==> src/rtl/rnd_sched_pkg.sv <==
// rnd_sched_pkg: shared FSM state encoding and default widths for the rounding scheduler
//   NREQ_DEF   - default requester count
//   DW_IN_DEF  - default input word width
//   DW_RND_DEF - default number of LSBs removed by rounding
//   state_t    - output register state (EMPTY=0, FULL=1)
package rnd_sched_pkg;
    localparam int NREQ_DEF   = 4;
    localparam int DW_IN_DEF  = 10;
    localparam int DW_RND_DEF = 2;
    typedef enum logic {EMPTY = 1'b0, FULL = 1'b1} state_t;
endpackage

==> src/rtl/rnd_sched_if.sv <==
// rnd_sched_if: requester handshake and result handshake of the rounding scheduler
//   i_req_vld/i_req_din/o_req_rdy - per-requester valid, packed words, one-hot accept
//   o_vld/o_dout/o_id/o_ovf/i_rdy - result valid, rounded word, source id, carry lost, downstream accept
//   slave  - scheduler side; master - requesters plus downstream consumer
interface rnd_sched_if import rnd_sched_pkg::*; #(
    parameter int NREQ   = NREQ_DEF,
    parameter int DW_IN  = DW_IN_DEF,
    parameter int DW_RND = DW_RND_DEF,
    parameter int DW_OUT = DW_IN - DW_RND,
    parameter int IDW    = $clog2(NREQ)
) ();
    logic [NREQ-1:0]       i_req_vld;
    logic [NREQ*DW_IN-1:0] i_req_din;
    logic [NREQ-1:0]       o_req_rdy;
    logic                  o_vld;
    logic [DW_OUT-1:0]     o_dout;
    logic [IDW-1:0]        o_id;
    logic                  o_ovf;
    logic                  i_rdy;
    modport slave (
        input  i_req_vld, i_req_din, i_rdy,
        output o_req_rdy, o_vld, o_dout, o_id, o_ovf
    );
    modport master (
        output i_req_vld, i_req_din, i_rdy,
        input  o_req_rdy, o_vld, o_dout, o_id, o_ovf
    );
endinterface

==> src/rtl/rnd.sv <==
// rnd: round-half-up of a word by dropping DW_RND LSBs, result wraps modulo 2^(DW_IN-DW_RND)
//   din  - input word
//   dout - upper bits plus the highest dropped bit
module rnd import rnd_sched_pkg::*; #(
    parameter int DW_IN  = DW_IN_DEF,
    parameter int DW_RND = DW_RND_DEF
) (
    input  logic [DW_IN-1:0]        din,
    output logic [DW_IN-DW_RND-1:0] dout
);
    assign dout = din[DW_IN-1:DW_RND] + (DW_IN-DW_RND)'(din[DW_RND-1]);
endmodule

==> src/rtl/rnd_sched.sv <==
// rnd_sched: round-robin arbiter feeding one shared rounding unit with a one-deep output register
//   i_clk - clock
//   i_rst - asynchronous active-high reset
//   bus   - requester and result handshakes (slave side of rnd_sched_if)
module rnd_sched import rnd_sched_pkg::*; #(
    parameter int NREQ   = NREQ_DEF,
    parameter int DW_IN  = DW_IN_DEF,
    parameter int DW_RND = DW_RND_DEF,
    parameter int DW_OUT = DW_IN - DW_RND,
    parameter int IDW    = $clog2(NREQ)
) (
    input logic         i_clk,
    input logic         i_rst,
    rnd_sched_if.slave  bus
);
    state_t            state;
    logic [IDW-1:0]    ptr, gidx, idx;
    logic              found, allow, grant, ovf_nxt, ovf_q;
    logic [DW_IN-1:0]  din_sel;
    logic [DW_OUT-1:0] rnd_out, dout_q;
    logic [IDW-1:0]    id_q;
    // first valid requester at ptr, ptr+1, ... modulo NREQ
    always_comb begin
        found = 1'b0;
        gidx  = '0;
        idx   = '0;
        for (int i = 0; i < NREQ; i++) begin
            idx = IDW'((int'(ptr) + i) % NREQ);
            if (!found && bus.i_req_vld[idx]) begin
                found = 1'b1;
                gidx  = idx;
            end
        end
    end
    // refill is allowed in the same cycle the held result drains
    assign allow         = !i_rst && (state == EMPTY || bus.i_rdy);
    assign grant         = allow && found;
    assign bus.o_req_rdy = grant ? NREQ'(1) << gidx : '0;
    assign din_sel       = bus.i_req_din[gidx*DW_IN +: DW_IN];
    // carry out of the increment is lost only when the kept bits are all ones
    assign ovf_nxt       = &din_sel[DW_IN-1:DW_RND] & din_sel[DW_RND-1];
    rnd #(.DW_IN(DW_IN), .DW_RND(DW_RND)) u_rnd (.din(din_sel), .dout(rnd_out));
    always_ff @(posedge i_clk or posedge i_rst) begin
        if (i_rst) begin
            state  <= EMPTY;
            ptr    <= '0;
            dout_q <= '0;
            id_q   <= '0;
            ovf_q  <= 1'b0;
        end else if (grant) begin
            state  <= FULL;
            ptr    <= (gidx == IDW'(NREQ - 1)) ? '0 : gidx + 1'b1;
            dout_q <= rnd_out;
            id_q   <= gidx;
            ovf_q  <= ovf_nxt;
        end else if (bus.i_rdy) begin
            state  <= EMPTY;
        end
    end
    assign bus.o_vld  = state == FULL;
    assign bus.o_dout = dout_q;
    assign bus.o_id   = id_q;
    assign bus.o_ovf  = ovf_q;
endmodule

==> src/flat_wrapper.sv <==
// flat-port wrapper written by rule: the top's interface ports become plain ports
module rnd_sched_flat import rnd_sched_pkg::*;
#(
    parameter int NREQ   = NREQ_DEF,
    parameter int DW_IN  = DW_IN_DEF,
    parameter int DW_RND = DW_RND_DEF,
    parameter int DW_OUT = DW_IN - DW_RND,
    parameter int IDW    = $clog2(NREQ)
)
  (i_clk, i_rst, bus_i_req_vld, bus_i_req_din, bus_i_rdy, bus_o_req_rdy, bus_o_vld, bus_o_dout, bus_o_id, bus_o_ovf);
  rnd_sched_if #(.NREQ(NREQ), .DW_IN(DW_IN), .DW_RND(DW_RND), .DW_OUT(DW_OUT), .IDW(IDW)) bus_i ();
  input logic i_clk;
  input logic i_rst;
  input wire logic [$bits(bus_i.i_req_vld)-1:0] bus_i_req_vld;
  input wire logic [$bits(bus_i.i_req_din)-1:0] bus_i_req_din;
  input wire logic [$bits(bus_i.i_rdy)-1:0] bus_i_rdy;
  output wire logic [$bits(bus_i.o_req_rdy)-1:0] bus_o_req_rdy;
  output wire logic [$bits(bus_i.o_vld)-1:0] bus_o_vld;
  output wire logic [$bits(bus_i.o_dout)-1:0] bus_o_dout;
  output wire logic [$bits(bus_i.o_id)-1:0] bus_o_id;
  output wire logic [$bits(bus_i.o_ovf)-1:0] bus_o_ovf;
  assign bus_i.i_req_vld = bus_i_req_vld;
  assign bus_i.i_req_din = bus_i_req_din;
  assign bus_i.i_rdy = bus_i_rdy;
  assign bus_o_req_rdy = bus_i.o_req_rdy;
  assign bus_o_vld = bus_i.o_vld;
  assign bus_o_dout = bus_i.o_dout;
  assign bus_o_id = bus_i.o_id;
  assign bus_o_ovf = bus_i.o_ovf;
  rnd_sched #(.NREQ(NREQ), .DW_IN(DW_IN), .DW_RND(DW_RND), .DW_OUT(DW_OUT), .IDW(IDW)) u_core (.i_clk(i_clk), .i_rst(i_rst), .bus(bus_i));
endmodule
==> config.mk <==
export PLATFORM = sky130hd
export DESIGN_NAME = rnd_sched_flat
export DESIGN_NICKNAME = d
export VERILOG_FILES = /design/src/rtl/rnd_sched_pkg.sv /design/src/rtl/rnd_sched_if.sv /design/src/rtl/rnd.sv /design/src/rtl/rnd_sched.sv /design/src/flat_wrapper.sv
export SDC_FILE = /design/constraint.sdc
export NUM_CORES = 1
export LEC_CHECK = 0
export BUFFER_PORTS_ARGS = -buffer_cell sky130_fd_sc_hd__buf_4
export CORE_MARGIN = 1.5
export CORE_UTILIZATION = 47
export CTS_CLUSTER_SIZE = 14
export DETAILED_ROUTE_END_ITERATION = 10
export PLACE_DENSITY = 0.83
export SYNTH_ARGS = -nofsm -noshare
export SYNTH_HDL_FRONTEND = slang
export SYNTH_HIERARCHICAL = 1
export SYNTH_SLANG_ARGS = --single-unit
==> constraint.sdc <==
create_clock -name i_clk -period 3.65 [get_ports i_clk]
set_input_delay 0.1825 -clock i_clk [delete_from_list [all_inputs] [get_ports i_clk]]
set_output_delay 0.1825 -clock i_clk [all_outputs]
set_load 0.02 [all_outputs]
# [Word-level counts from Yosys, hierarchy flattened]
# Index checks and enable logic that the tools add are counted.
[totals] reg_bits=14 wordCells=52
[classes] add_sub_neg=5 n_mul=1 order_cmp=4 n_eq_ne=1 n_shift=2 mux=20 bitwise_logic=2 reduce_logical=12
[ops] op="$shiftx 40x7->10" n=1
[ops] op="$lt 2x3->1 const B" n=4
[ops] op="$mux 1" n=10
[ops] op="$mux 2" n=5
[ops] op="$add 8x1->8" n=1
[ops] op="$bmux 1 s2" n=4
[ops] op="$reduce_and 8->1" n=1
[ops] op="$logic_and 1x1->1" n=5
[ops] op="$mul 2x3->5 const B" n=1
[ops] op="$add 2x1->2 const B" n=2
[ops] op="$add 2x2->2 const B" n=2
[ops] op="$logic_not 1->1" n=4
[ops] op="$mux 4" n=1
[ops] op="$shl 1x2->4 const A" n=1
[ops] op="$eq 2x2->1 const B" n=1
[ops] op="$reduce_bool 2->1" n=1
[ops] op="$and 1x1->1" n=1
[ops] op="$logic_or 1x1->1" n=1
[ops] op="$not 1->1" n=1

# [Logic depth before layout (Yosys ltp)]
[depth] depth_word=16 depth_mapped=12

# [Hierarchy]
# The synthesis kept the hierarchy.
[by_module_without_submodules] module="rnd_sched" n_inst=1 cells_per_inst=122 area_per_inst_um2=1016.0
[by_module_without_submodules] module="rnd" n_inst=1 cells_per_inst=16 area_per_inst_um2=125.1

# [Worst setup path after synthesis]
# Ideal clock, no wire load.
[synth_path] path_type="flip-flop to flip-flop" start="reg u_core.ptr[1]" end="reg u_core.dout_q[7] (netlist: u_core/bus.o_dout[7])" arrival_time_ns=2.334 path_slack_ns=1.192 path_stages_with_launch=12 synth_period_minus_slack_ns=2.458 cell_sequence="dfrtp_1 -> nand2b_1 -> a21oi_1 -> nor3b_2 -> buf_6 -> buf_4 -> nand2_1 -> a31oi_1 -> nand3_2 -> nor3_2 -> xor2_1 -> mux2_2"
[synth_via] elab_chain_len=15
[synth_lines] item="from (decl)" line_no="rnd_sched.sv:17" rtl="logic [IDW-1:0] ptr, gidx, idx;"
[synth_lines] item="from (signal assigned)" line_no="rnd_sched.sv:52" rtl="ptr <= (gidx == IDW'(NREQ - 1)) ? '0 : gidx + 1'b1;"
[synth_lines] item="parallel branches: the longest is 11 deep, another holds $add 2x1->2"
[synth_lines] item="$mux 2 (*)" line_no="rnd_sched.sv:29" rtl="if (!found && bus.i_req_vld[idx]) begin"
[synth_lines] item="net u_core.gidx[0]" line_no="rnd_sched.sv:17"
[synth_lines] item="$mul 2x3->5 (*)" line_no="rnd_sched.sv:39" rtl="assign din_sel = bus.i_req_din[gidx*DW_IN +: DW_IN];"
[synth_lines] item="$shiftx 40x7->10 (*)" line_no="rnd_sched.sv:39"
[synth_lines] item="net u_core.din_sel[4]" line_no="rnd_sched.sv:19" rtl="logic [DW_IN-1:0] din_sel;"
[synth_lines] item="$add 8x1->8 (*)" line_no="rnd.sv:11" rtl="assign dout = din[DW_IN-1:DW_RND] + (DW_IN-DW_RND)'(din[DW_RND-1]);"
[synth_lines] item="net u_core.rnd_out[7]" line_no="rnd_sched.sv:20" rtl="logic [DW_OUT-1:0] rnd_out, dout_q;"
[synth_lines] item="to (signal assigned)" line_no="rnd_sched.sv:53" rtl="dout_q <= rnd_out;"
[synth_lines] item="to (decl)" line_no="rnd_sched.sv:20"
# Mark *: on every way through the listed nets, which the timed path passes. The select of a mux whose other input is x is not followed.
# A chain may end at the register's enable or synchronous reset.

# [Final worst setup path]
[layout_path] start="reg u_core.ptr[1]" end="reg u_core.dout_q[7] (netlist: u_core/bus.o_dout[7])"
[layout_via] elab_chain_len=15
[layout_lines] item="parallel branches: the longest is 11 deep, another holds $add 2x1->2"
[layout_lines] item="$mux 2 (*)" line_no="rnd_sched.sv:29"
[layout_lines] item="$mul 2x3->5 (*)" line_no="rnd_sched.sv:39"
[layout_lines] item="$shiftx 40x7->10 (*)" line_no="rnd_sched.sv:39"
[layout_lines] item="net u_core.din_sel[4]" line_no="rnd_sched.sv:19"
[layout_lines] item="$add 8x1->8 (*)" line_no="rnd.sv:11"
[layout_lines] item="net u_core.rnd_out[7]" line_no="rnd_sched.sv:20"
# Marked as above.

==> impl_metrics.toml <==
[die]
dieArea_um2 = 2670
rows = 17
dieHeight_um = 51.7
core_area_um2 = 2230
ios = 63
fp.dieW_um = 51.7
start_util_pct = 49.9

[finish]
nNetsFinal = 246
final_area_um2 = 1600
final_cell_mix = "buf_4 (61), nand2_1 (36), dfrtp_1 (14)"
drive_gt1_share_pct = 41.9
instances_no_fill = 219
area_growth_pct = 43.9
fin_util_pct = 71.8
fill_cells = 159
insertedDiodeCount = 0
final_common_cell = "buf_4"

[setup_path]
rr_startpoint = "u_core/ptr[1]$_DFFE_PP0P_"
crit_path_max_fanout = 10
endpoint_kind = "flop"
r2r_slack_ps = 540
crit_type = "reg -> reg"
worstSetupStartpointType = "flop"
cp_data_arrival_time_ps = 3270
setup.worst_path.start = "u_core/ptr[1]$_DFFE_PP0P_"
r2r_end = "u_core/bus.o_dout[7]$_DFFE_PP0P_"
endpoint = "u_core/bus.o_dout[7]$_DFFE_PP0P_"
reg2regPathDepth = 10
worst_ep_required_time_ps = 3810

[place]
place_inst = 215
gp_congestion = 0.872
dp_slack_ps = 606
placed_area_um2 = 1570
place_hpwl_um = 2280
numPortBuffers = 58

[timing]
finalCritPeriodShare_pct = 85.2
worst_slack_ps = 540
timing.fmax_ghz = 0.322
rsz0062_at_grt = "no"
setup_viol = 0
clock_skew_ps = 2.48
period_needed_ps = 3110
setup-tns-final_ps = 0
worstMarginPinSlew_ps = 714
drv_slew = 0
fin_hold_ws_ps = 203
maxSlewHeadroom_pct = 52.2
timing_hold_violations_final = 0

[clock_tree]
post_cts_buffers = 0
tritoncts = "done"
h-tree-depth = 1
clk_pin_slew_ps = 70
clockBufferDepth = 2
cts_buffers = 3
clock_tree.root_cell = "clkbuf_4"
cts.sinks = 14
cts-resized-gates = 0
clk_latency_ps = 270

[routing]
dr_wl_met2_um = 1480
m1WireLength_um = 1240
drcViolationCount = 0
dr.pass1.iters = 4
wl_per_cell_um = 13.2
routed_wl_um = 2890
top_layer_used = "met4"
num_vias = 1152
viasPerCell = 5.26
drtIter0Drc = 20
ant_nets = 0
dr_wl_met3_um = 154

[synth]
synthCells = 132
syn_avg_cell_area_um2 = 8.44
yosysWarnings = 6
netlist_area_um2 = 1110
syn_nets = 185

[global_routing]
grt_pass1_vias = 1107
overflow = 0
grt_max_degree = 23
grt_usage_pct = 23.1
grt_pass1_wl_um = 4640
antenna_found_initial = 0

[pwr]
power_leakage_nw = 0.794
vdd.ir_drop.worst_v = 0.000471
p_per_area_nw_per_um2 = 609
p_total_uw = 976

[min_path]
hp-class = "in -> reg"

[run]
maxCapViolations = 0

[run_status]
run_status = "finished, final reports clean"
-- final cells by class --
| class | instances | area [um2] | area share, % |
|---|---|---|---|
| inverters | 5 | 18.8 | 1.17 |
| multi-input cells | 107 | 708 | 44.2 |
| flip-flops and latches | 14 | 350 | 21.9 |
| clock buffers | 3 | 22.5 | 1.41 |
| well taps | 28 | 35.0 | 2.19 |
| repair buffers | 62 | 468 | 29.2 |
-- state kept, by name, indices dropped and copies added, names as in the netlist --
name and count:
u_core/ptr 2, u_core/bus.o_ovf 1, u_core/bus.o_vld 1, u_core/bus.o_dout 8, u_core/bus.o_id 2
-- how the worst min path moves through the flow --
stage | end | depth (start not counted) | from | slack [ps]
floorplan | u_core/bus.o_dout[0]$_DFFE_PP0P_ | 1 | i_rst | 70
global placement | u_core/bus.o_vld$_DFFE_PP0P_ | 2 | i_rst | 250
detailed placement | u_core/bus.o_vld$_DFFE_PP0P_ | 2 | i_rst | 270
CTS | u_core/bus.o_vld$_DFFE_PP0P_ | 3 | bus_i_rdy | 190
global route | u_core/bus.o_vld$_DFFE_PP0P_ | 3 | bus_i_rdy | 220
finish | u_core/bus.o_vld$_DFFE_PP0P_ | 3 | bus_i_rdy | 200
-- what timing repair did --
| action | CTS | global route |
|---|---|---|
| hold buffers | 1 | 0 |
| setup endpoints to repair | 0 | 0 |
| endpoints found under the hold margin | 14 | 0 |
-- critical path, cell delays in order (launching register included) --
cell and delay, ps:
dfrtp_1 450, nor3b_1 210, a211oi_1 80, nor2_1 560, inv_1 260, and3_1 240
a31oi_1 420, nand3_2 200, nor3_2 240, xor2_1 80, mux2_2 270
-- report_power, final --
| group | switching (mW) | leakage, nW | internal, mW |
|---|---|---|---|
| Combinational | 0.345 | 0.616 | 0.285 |
| Clock | 0.0433 | 0.0138 | 0.0382 |
| Sequential | 0.0441 | 0.165 | 0.221 |
| Total | 0.432 | 0.794 | 0.544 |
-- per-layer routing --
layer	track usage (%)	vias to the layer above
li1	-	577
met4	11.4	0
met1	28.6	536
met5	0	-
met2	40.0	37
met3	2.01	2
(Power assumes the default switching activity.)
